[src/rtl/rf_write_controller_pkg.sv]
// Shared types and constants for the register-file write-port controller.
// Covers the init sweep, the core/debug arbitration grants and register names.
package rf_write_controller_pkg;

    typedef enum logic [0:0] {
        S_INIT = 1'b0,
        S_RUN  = 1'b1
    } state_e;

    typedef enum logic [2:0] {
        G_NONE,
        G_INIT,
        G_CORE,
        G_DBG,
        G_FORCE
    } grant_e;

    localparam logic [4:0] REG_X0   = 5'd0;
    localparam logic [4:0] REG_SP   = 5'd2;
    localparam logic [4:0] REG_LAST = 5'd31;

    localparam logic [31:0] SP_INIT_DEF      = 32'h0000_03FC;
    localparam int unsigned STARVE_LIMIT_DEF = 8;

    function automatic logic [31:0] init_value(
        input logic [4:0]  idx,
        input logic [31:0] sp
    );
        return (idx == REG_SP) ? sp : 32'h0;
    endfunction

endpackage

[src/rtl/rf_write_controller_if.sv]
// Core writeback, debug write handshake and register-file write bundle.
// The controller takes the slave side; requesters and the file sit on master.
interface rf_write_controller_if;
    logic        core_wenable;
    logic [4:0]  core_rd;
    logic [31:0] core_wdata;
    logic        dbg_wvalid;
    logic        dbg_wready;
    logic [4:0]  dbg_rd;
    logic [31:0] dbg_wdata;
    logic        rf_wenable;
    logic [4:0]  rf_waddr;
    logic [31:0] rf_wdata;
    logic        core_stall;
    logic        init_done;

    modport slave (
        input  core_wenable,
        input  core_rd,
        input  core_wdata,
        input  dbg_wvalid,
        input  dbg_rd,
        input  dbg_wdata,
        output dbg_wready,
        output rf_wenable,
        output rf_waddr,
        output rf_wdata,
        output core_stall,
        output init_done
    );

    modport master (
        output core_wenable,
        output core_rd,
        output core_wdata,
        output dbg_wvalid,
        output dbg_rd,
        output dbg_wdata,
        input  dbg_wready,
        input  rf_wenable,
        input  rf_waddr,
        input  rf_wdata,
        input  core_stall,
        input  init_done
    );
endinterface

[src/rtl/rf_write_controller.sv]
// Owns the register file write port: post-reset init sweep of x1..x31,
// then core/debug arbitration with starvation protection for debug.
module rf_write_controller
    import rf_write_controller_pkg::*;
#(
    parameter logic [31:0] SP_INIT      = SP_INIT_DEF,
    parameter int unsigned STARVE_LIMIT = STARVE_LIMIT_DEF
) (
    input logic                  clk,
    input logic                  rst,
    rf_write_controller_if.slave bus
);

    localparam logic [7:0] LIMIT = 8'(STARVE_LIMIT);

    state_e     state;
    logic [4:0] init_idx;
    logic [7:0] starve_cnt;
    grant_e     grant;
    logic       core_req;
    logic       forced;

    assign core_req = bus.core_wenable && (bus.core_rd != REG_X0);
    assign forced   = bus.dbg_wvalid && (starve_cnt == LIMIT);

    always_comb begin
        grant = G_NONE;
        if (rst) begin
            grant = G_NONE;
        end else if (state == S_INIT) begin
            grant = G_INIT;
        end else if (forced) begin
            grant = G_FORCE;
        end else if (core_req) begin
            grant = G_CORE;
        end else if (bus.dbg_wvalid) begin
            grant = G_DBG;
        end
    end

    // Outputs are combinational so the file captures them on the falling edge.
    always_comb begin
        bus.rf_wenable = 1'b0;
        bus.rf_waddr   = 5'd0;
        bus.rf_wdata   = 32'h0;
        bus.dbg_wready = 1'b0;
        bus.core_stall = 1'b0;
        bus.init_done  = !rst && (state == S_RUN);
        unique case (grant)
            G_NONE: begin
                bus.core_stall = rst;
            end
            G_INIT: begin
                bus.rf_wenable = 1'b1;
                bus.rf_waddr   = init_idx;
                bus.rf_wdata   = init_value(init_idx, SP_INIT);
                bus.core_stall = 1'b1;
            end
            G_CORE: begin
                bus.rf_wenable = 1'b1;
                bus.rf_waddr   = bus.core_rd;
                bus.rf_wdata   = bus.core_wdata;
            end
            G_DBG, G_FORCE: begin
                bus.dbg_wready = 1'b1;
                bus.core_stall = (grant == G_FORCE);
                if (bus.dbg_rd != REG_X0) begin
                    bus.rf_wenable = 1'b1;
                    bus.rf_waddr   = bus.dbg_rd;
                    bus.rf_wdata   = bus.dbg_wdata;
                end
            end
            default: begin
                bus.core_stall = 1'b1;
            end
        endcase
    end

    always_ff @(posedge clk) begin
        if (rst) begin
            state      <= S_INIT;
            init_idx   <= 5'd1;
            starve_cnt <= 8'd0;
        end else begin
            unique case (state)
                S_INIT: begin
                    init_idx <= init_idx + 5'd1;
                    if (init_idx == REG_LAST) begin
                        state <= S_RUN;
                    end
                end
                S_RUN: begin
                    // Only a debug request losing to the core accumulates.
                    if (grant == G_CORE && bus.dbg_wvalid) begin
                        if (starve_cnt < LIMIT) begin
                            starve_cnt <= starve_cnt + 8'd1;
                        end
                    end else begin
                        starve_cnt <= 8'd0;
                    end
                end
                default: begin
                    state <= S_INIT;
                end
            endcase
        end
    end

endmodule
[src/flat_wrapper.sv]
// flat-port wrapper written by rule: the top's interface ports become plain ports
module rf_write_controller_flat import rf_write_controller_pkg::*;
#(
    parameter logic [31:0] SP_INIT      = SP_INIT_DEF,
    parameter int unsigned STARVE_LIMIT = STARVE_LIMIT_DEF
)
  (clk, rst, bus_core_wenable, bus_core_rd, bus_core_wdata, bus_dbg_wvalid, bus_dbg_rd, bus_dbg_wdata, bus_dbg_wready, bus_rf_wenable, bus_rf_waddr, bus_rf_wdata, bus_core_stall, bus_init_done);
  rf_write_controller_if bus_i ();
  input logic clk;
  input logic rst;
  input wire logic [$bits(bus_i.core_wenable)-1:0] bus_core_wenable;
  input wire logic [$bits(bus_i.core_rd)-1:0] bus_core_rd;
  input wire logic [$bits(bus_i.core_wdata)-1:0] bus_core_wdata;
  input wire logic [$bits(bus_i.dbg_wvalid)-1:0] bus_dbg_wvalid;
  input wire logic [$bits(bus_i.dbg_rd)-1:0] bus_dbg_rd;
  input wire logic [$bits(bus_i.dbg_wdata)-1:0] bus_dbg_wdata;
  output wire logic [$bits(bus_i.dbg_wready)-1:0] bus_dbg_wready;
  output wire logic [$bits(bus_i.rf_wenable)-1:0] bus_rf_wenable;
  output wire logic [$bits(bus_i.rf_waddr)-1:0] bus_rf_waddr;
  output wire logic [$bits(bus_i.rf_wdata)-1:0] bus_rf_wdata;
  output wire logic [$bits(bus_i.core_stall)-1:0] bus_core_stall;
  output wire logic [$bits(bus_i.init_done)-1:0] bus_init_done;
  assign bus_i.core_wenable = bus_core_wenable;
  assign bus_i.core_rd = bus_core_rd;
  assign bus_i.core_wdata = bus_core_wdata;
  assign bus_i.dbg_wvalid = bus_dbg_wvalid;
  assign bus_i.dbg_rd = bus_dbg_rd;
  assign bus_i.dbg_wdata = bus_dbg_wdata;
  assign bus_dbg_wready = bus_i.dbg_wready;
  assign bus_rf_wenable = bus_i.rf_wenable;
  assign bus_rf_waddr = bus_i.rf_waddr;
  assign bus_rf_wdata = bus_i.rf_wdata;
  assign bus_core_stall = bus_i.core_stall;
  assign bus_init_done = bus_i.init_done;
  rf_write_controller #(.SP_INIT(SP_INIT), .STARVE_LIMIT(STARVE_LIMIT)) u_core (.clk(clk), .rst(rst), .bus(bus_i));
endmodule
[config.mk]
export PLATFORM = sky130hd
export DESIGN_NAME = rf_write_controller_flat
export DESIGN_NICKNAME = d
export VERILOG_FILES = /design/src/rtl/rf_write_controller_pkg.sv /design/src/rtl/rf_write_controller_if.sv /design/src/rtl/rf_write_controller.sv /design/src/flat_wrapper.sv
export SDC_FILE = /design/constraint.sdc
export NUM_CORES = 1
export LEC_CHECK = 0
export BUFFER_PORTS_ARGS = -buffer_cell sky130_fd_sc_hd__buf_2
export CORE_MARGIN = 8
export CORE_UTILIZATION = 30
export DETAILED_ROUTE_END_ITERATION = 8
export GPL_TIMING_DRIVEN = 0
export PLACE_DENSITY = 0.7
export RECOVER_POWER = 100
export SYNTH_ARGS = -nofsm -noshare
export SYNTH_HDL_FRONTEND = slang
export SYNTH_SLANG_ARGS = --single-unit
[constraint.sdc]
create_clock -name clk -period 1.91 [get_ports clk]
set_input_delay 0.2865 -clock clk [delete_from_list [all_inputs] [get_ports clk]]
set_output_delay 0.2865 -clock clk [all_outputs]
set_load 0.05 [all_outputs]
Yosys cells after proc, flatten, opt, wreduce, memory -nomap -nowiden
Cells that the tools add are included.
{"block": "totals", "register_bits": 14, "in_bits": 78, "wordCells": 43}
{"block": "op_classes", "n_addsub": 2, "muxes": 18, "reduce_logical": 11, "n_lt_le_gt_ge": 1, "n_eq_ne": 8}
{"op": "32-bit case mux with 3 select lines", "n": 1}
{"op": "32-bit 2-to-1 mux", "n": 1}
{"op": "8-bit 2-to-1 mux", "n": 2}
{"op": "5-bit case mux with 3 select lines", "n": 1}
{"op": "3-bit 2-to-1 mux", "n": 4}
{"op": "10-bit 2-to-1 mux", "n": 1}
{"op": "5-bit nonzero test", "n": 2}
{"op": "8-bit by 1-bit adder with 8-bit output (second input constant)", "n": 1}
{"op": "8-bit by 4-bit equality test with 1-bit output (second input constant)", "n": 1}
{"op": "8-bit by 4-bit < comparator with 1-bit output (second input constant)", "n": 1}
{"op": "3-bit by 2-bit equality test with 1-bit output (second input constant)", "n": 2}
{"op": "5-bit by 1-bit adder with 5-bit output (second input constant)", "n": 1}
{"op": "5-bit by 2-bit equality test with 1-bit output (second input constant)", "n": 1}
{"op": "5-bit equality test (second input constant)", "n": 1}
{"op": "5-bit 2-to-1 mux", "n": 1}
{"op": "1-bit logical AND", "n": 4}
{"op": "1-bit 2-to-1 mux", "n": 4}
{"op": "2-bit OR reduction", "n": 2}
{"op": "3-bit by 1-bit equality test with 1-bit output (second input constant)", "n": 1}
{"op": "3-bit equality test (second input constant)", "n": 1}
{"op": "3-bit logical NOT", "n": 1}
{"op": "1-bit case mux with 3 select lines", "n": 1}
{"op": "2-bit 2-to-1 mux", "n": 1}
{"op": "2-bit inequality test (second input constant)", "n": 1}
{"op": "3 further kinds", "n": 3}

Longest topological paths before layout
{"block": "logic_depth", "word_depth": 10, "ltp_mapped": 9, "depth_no_buf": 7}

Least setup slack after synthesis
Ideal clock, no wire load.
{"block": "synth_timing", "path_type": "flip-flop to output port", "startpoint": "reg u_core.state", "endpoint": "out bus_rf_wdata[4]", "arrival_ps": 2372, "required_time_ps": 1623, "stages_incl_launch_ff": 9, "n_path_buf": 2, "path_slack_ps": -748, "cell_sequence": "dfxtp_1 > buf_2 > nand2b_1 > inv_1 > nand2_1 > a21oi_4 > o21a_4 > buf_12 > a221o_1"}
{"block": "synth_between", "elab_chain_cells": 5, "elab_cells_between_ends": 8, "cone_classes": "4 x eq/ne; 3 x mux; 1 x reduce/logical"}
{"item": "from (decl)", "line": "rf_write_controller.sv:16", "source": "state_e state;"}
{"item": "from (signal assigned)", "line": "rf_write_controller.sv:81", "source": "state <= S_INIT;"}
{"item": "from (signal assigned)", "line": "rf_write_controller.sv:89", "source": "state <= S_RUN;"}
{"item": "from (signal assigned)", "line": "rf_write_controller.sv:103", "source": "state <= S_INIT;"}
{"item": "3-bit 2-to-1 mux *", "line": "rf_write_controller.sv:30", "source": "end else if (state == S_INIT) begin"}
{"item": "3-bit 2-to-1 mux *", "line": "rf_write_controller.sv:28", "source": "if (rst) begin"}
{"item": "3-bit by 2-bit equality test with 1-bit output or 3-bit equality test (tied branches)", "line": "rf_write_controller.sv:49", "source": "unique case (grant)"}
{"item": "2-bit OR reduction", "line": "rf_write_controller.sv:49"}
{"item": "32-bit case mux with 3 select lines *", "line": "rf_write_controller.sv:49"}
{"item": "to (decl)", "line": "flat_wrapper.sv:20", "source": "output wire logic [$bits(bus_i.rf_wdata)-1:0] bus_rf_wdata;"}
Mark *: on every way between the ends. The rest lies on a longest branch, timed or not.

Final worst setup path
{"block": "layout_timing", "startpoint": "reg u_core.starve_cnt[1]", "endpoint": "out bus_rf_wdata[4]"}
{"block": "layout_between", "elab_chain_cells": 8, "elab_cells_between_ends": 11, "cone_classes": "5 x eq/ne; 4 x mux; 2 x reduce/logical"}
{"item": "from (decl)", "line": "rf_write_controller.sv:18", "source": "logic [7:0] starve_cnt;"}
{"item": "from (signal assigned)", "line": "rf_write_controller.sv:96", "source": "starve_cnt <= starve_cnt + 8'd1;"}
{"item": "8-bit by 4-bit equality test with 1-bit output *", "line": "rf_write_controller.sv:24", "source": "assign forced = bus.dbg_wvalid && (starve_cnt == LIMIT);"}
{"item": "1-bit logical AND *", "line": "rf_write_controller.sv:24"}
{"item": "3-bit 2-to-1 mux *", "line": "rf_write_controller.sv:32", "source": "end else if (forced) begin"}
{"item": "3-bit 2-to-1 mux *", "line": "rf_write_controller.sv:30"}
{"item": "3-bit 2-to-1 mux *", "line": "rf_write_controller.sv:28"}
{"item": "3-bit by 2-bit equality test with 1-bit output or 3-bit equality test (tied branches)", "line": "rf_write_controller.sv:49"}
{"item": "2-bit OR reduction", "line": "rf_write_controller.sv:49"}
{"item": "32-bit case mux with 3 select lines *", "line": "rf_write_controller.sv:49"}
Marks and branches as above.

==> results.md <==
- The endpoint identified for the worst register-to-register timing path is u_core.starve_cnt[2].
- The endpoint class of the critical path is an output pin.
- A synthesized cell averages 8.74 sq um.
- The clock passes through at most 2 buffers.
- The number of max-capacitance violations reported is 0.
- The number of nets in the final layout is 371.
- The total number of vias is 1850.
- The final layout contains routed wiring with a total length of 7350 um.
- The die covers 6670 sq um.
- Hold repair after CTS inserted 0 buffers.
- The final hold violation count is 0.
- TritonCTS built the clock tree.
- During synthesis, Yosys emitted a total of 0 warnings.
- Traced cell by cell, the critical path runs through inv_1, ha_4, nor2b_4, buf_6, nand3_4, a21oi_4, o21a_4, buf_12, a221o_4, buf_8.
- The share of post-route cells with drive strength above 1 is 0.724.
- The distinct cell type count after synthesis is 42.
- The fraction of met1 tracks used by global routing is 0.200.
- Relative to the synthesized area, the layout overhead comes to 134%.
- The final-layout setup total negative slack is -15.18 ns.
- The gate count of the mapped netlist is 148.
- In the routed layout, each cell is associated on average with a via count of 5.47.
- The startpoint of the most critical hold path is u_core.starve_cnt[7].
- The arrival time at the worst endpoint is 2.05 ns.
- From bottom edge to top edge, the die measures 81.7 um.
- For this run, the slowest stage of the critical path takes roughly 0.4 ns.
- The number of clock sinks seen by CTS is 14.
- The number of violations reported at the end of detailed-routing iteration 0 is 67.
- The first global-routing pass estimated 10600 um of wire.
- The path with the worst hold slack has its endpoint at u_core.starve_cnt[7].
- Counting flops and latches in the post-synthesis netlist gives 14.
- In the layout the commonest cells are sky130_fd_sc_hd__buf_2 (77), sky130_fd_sc_hd__buf_8 (39), sky130_fd_sc_hd__a22o_4 (24).
- The cell with the biggest individual delay on the critical path is sky130_fd_sc_hd__a221o_4.
- The smallest clock period supported by the final layout is computed as 2.34 ns.
- The placement row count is 24.
- The most common library cell in the layout ignoring fill and taps is sky130_fd_sc_hd__buf_2.
- The share of the cycle needed by the critical path after routing is 1.22.
- The antenna diode instance count is 0.
- The worst-case clock skew is between 0.0007 and 0.0008 ns.
- The largest net degree at the start of global routing is 11.
- The number of ports placed on the die boundary is 119.
- The number of max-slew violations in the final report is 0.
- The switching power of the nets is between 200 and 300 uW.
- Of the total power, registers draw 0.377.
- The cell internal power dissipation is 569 uW.
- Of all flip-flops after synthesis, the portion carrying an async set or reset was 0.
- The data required time at the worst endpoint is roughly 1.6 ns.
- The number of global-route vias before repair is 1957.
- The placeable core region is 4260 sq um.
- The initial antenna violation count was 0.
- Buffers placed on the I/O ports in this run total 118.
- Before antenna repair, the detailed router went through 4 iterations.
- The minimum setup slack in the final design is -0.426 ns.
- For the worst flop-to-flop path, the logic depth is 5.
- The critical path launch point type is a flip-flop.
- Setup repair after global routing could not meet its margin everywhere.
- The met2 usage in global routing is 0.403.
- For the pin with the worst max-slew slack, the measured transition is 0.593 ns.
- The filler cells instantiated in the layout total 266.
- The post-route worst hold slack is 0.516 ns.
- Once placement completed, the tool counted placed cells totaling 318.
- The HPWL reported at the end of detailed placement is about 4700 um.
- The final design utilization is 0.711.
- The flow ran to the end, but the final reports show violations.
- The sequential area share after synthesis is 0.217.
- In this run the critical register-to-register path is launched from u_core.starve_cnt[7].
- The kind of path behind the tightest hold check is reg -> reg.
- Summed over all layers, the global routing overflow is 0.
- Across the VDD grid, the largest voltage drop is about 0.42 mV.
- The global routing stage identified its most utilized layer as met2.
- Timing would allow up to 428 MHz.
- Routability-driven placement finished with a final weighted congestion of 0.821.
- The cell depth of the worst hold path is 2.
- Dividing the detail-routed wire length by the instance count gives 21.8 um.
- The floorplan step set the die width to 81.7 um.
- The clock tree root buffer cell is sky130_fd_sc_hd__clkbuf_8.
- The leakage dissipation is 0.00143 uW.
- In this run, synthesis inferred 0 flip-flops with an integrated enable.
- The most used flip-flop cell after synthesis is sky130_fd_sc_hd__dfxtp_1.
- The worst setup path is of the reg -> out kind.
- The clock-pin slew on the worst setup and hold paths is roughly 0.06 ns.
- Counting every net in the synthesized netlist gives between 200 and 250.
- In the routed design, unresolved DRC markers number 0.
- The initial utilization of the core area, before any placement, comes to 0.303.
- Buffers inserted during clock tree synthesis total 3.
- The number of standard cells in the layout, taps in and fillers out is 338.
- The total global-route track usage is 0.207.
- In this run the number of H-tree levels came out at 1.
- Prior to clock tree synthesis, the placed netlist has a worst setup slack of -0.574 ns.
- Dividing total power by cell area gives a power density of 275 nW/um^2.
- The synthesized netlist occupies a cell area of 1290 sq um.
- The share of total power dissipated in combinational logic is 0.339.
- In this run the worst path has a maximum fanout of 5.
- The final reports fail on setup timing.
- In this run the remaining antenna-violating nets after routing total 0.
- The insertion delay to the later sink of the worst-skew pair is approximately 0.24 ns.
- Setup violations remaining at the end of the flow were counted as 39.
- The headroom to the max-slew limit is 0.606.
- For this run, global-route usage on met3 was measured as 0.0613.
- The clock share of power is 0.284.
- The setup check on the worst reg-to-reg path leaves a slack of 0.18 ns.
- The share of total power consumed by net switching is 0.319.
per-layer routing:
layer  part of all wire  routed length, um
met5                  0                  0
met4              0.040                295
met3              0.094                693
met2               0.52               3850
met1               0.34               2520
repair_timing:
item | 4_1_cts | 5_1_grt
pin swaps | 36 | 15
gates cloned | 5 | 0
buffers inserted | 13 | 4
gates resized for setup | 144 | 11
setup endpoints to repair | 39 | 39
flip-flops by register name, summed over array words and instances (netlist names):
| name | count |
|---|---|
| u_core.starve_cnt | 8 |
| u_core.state | 1 |
| u_core.init_idx | 5 |
cell usage after synthesis (2+ instances only):
library cell               instances  area [sq um]
sky130_fd_sc_hd__a22oi_1           5          37.5
sky130_fd_sc_hd__o21ai_0           2          10.0
sky130_fd_sc_hd__dfxtp_1          14           280
sky130_fd_sc_hd__a22o_1           24           210
sky130_fd_sc_hd__inv_1             7          26.3
sky130_fd_sc_hd__a221o_1           8          80.1
sky130_fd_sc_hd__nand4_1           2          12.5
sky130_fd_sc_hd__nand3_1           4          20.0
sky130_fd_sc_hd__buf_6             4          45.0
sky130_fd_sc_hd__a21oi_1           5          25.0
sky130_fd_sc_hd__nand2b_1          4          25.0
sky130_fd_sc_hd__buf_8             2          30.0
sky130_fd_sc_hd__xnor2_1           2          17.5
sky130_fd_sc_hd__nor3_1            2          10.0
sky130_fd_sc_hd__nand2_1          15          56.3
sky130_fd_sc_hd__ha_1              5          62.6
sky130_fd_sc_hd__xor2_1            2          17.5
sky130_fd_sc_hd__nor2_1           16          60.1
sky130_fd_sc_hd__and3_1            2          12.5
power groups by stage:
stage | sequential, uW | clock (uW) | combinational (uW)
2_1_floorplan | 316 | 0 | 108
3_3_place_gp | 319 | 0 | 224
3_5_place_dp | 320 | 0 | 228
4_1_cts | 313 | 247 | 268
5_1_grt | 315 | 261 | 297
6_report | 315 | 237 | 283
worst max-delay path, delay by kind of cell (launching register included):
kind / cells / cell delay [ns]
flip-flops: 1 / 0.33
buffers and inverters: 4 / 0.48
AO/OA/AOI/OAI: 3 / 0.64
adder cells (fa/ha/maj): 1 / 0.15
AND/OR/NAND/NOR: 2 / 0.20
cell families (layout without fill, tap and decap cells):
family,count (synthesis),count (layout),share of synthesized area
XOR/XNOR,4,4,0.0271
AND/OR/NAND/NOR,54,54,0.221
buffers and inverters,16,154,0.101
multiplexers,1,1,0.00774
flip-flops,14,14,0.217
AO/OA/AOI/OAI,54,54,0.378
adder cells (fa/ha/maj),5,5,0.0484
through the flow:
stage | area [sq um] | power, uW
3_5_place_dp | 2280 | 548
5_1_grt | 3030 | 873
4_1_cts | 3040 | 829
2_1_floorplan | 1630 | 424
3_3_place_gp | 2280 | 543
6_report | 3030 | 835
worst max path at each step:
stage	start	to	slack, ns	cells past startpoint
floorplan	bus_core_rd[0]	bus_rf_wdata[4]	-0.37	6
global placement	rst	bus_rf_wdata[3]	-0.55	7
detailed placement	rst	bus_rf_wdata[3]	-0.57	7
CTS	u_core.starve_cnt[1]	bus_rf_wdata[24]	-0.45	10
global route	u_core.starve_cnt[7]	bus_rf_wdata[3]	-0.50	8
finish	u_core.starve_cnt[1]	bus_rf_wdata[4]	-0.43	10
layout make-up:
| type | instances | area (sq um) | share of cell area |
|---|---|---|---|
| tap | 52 | 65.1 | 0.0215 |
| timing repair buffer | 137 | 1240 | 0.410 |
| inverter | 7 | 30.0 | 0.00990 |
| multi-input combinational | 118 | 1270 | 0.419 |
| sequential | 14 | 287 | 0.0945 |
| clock buffer | 3 | 41.3 | 0.0136 |
| buffer | 7 | 97.6 | 0.0322 |
Power figures use the tool's default switching activity.
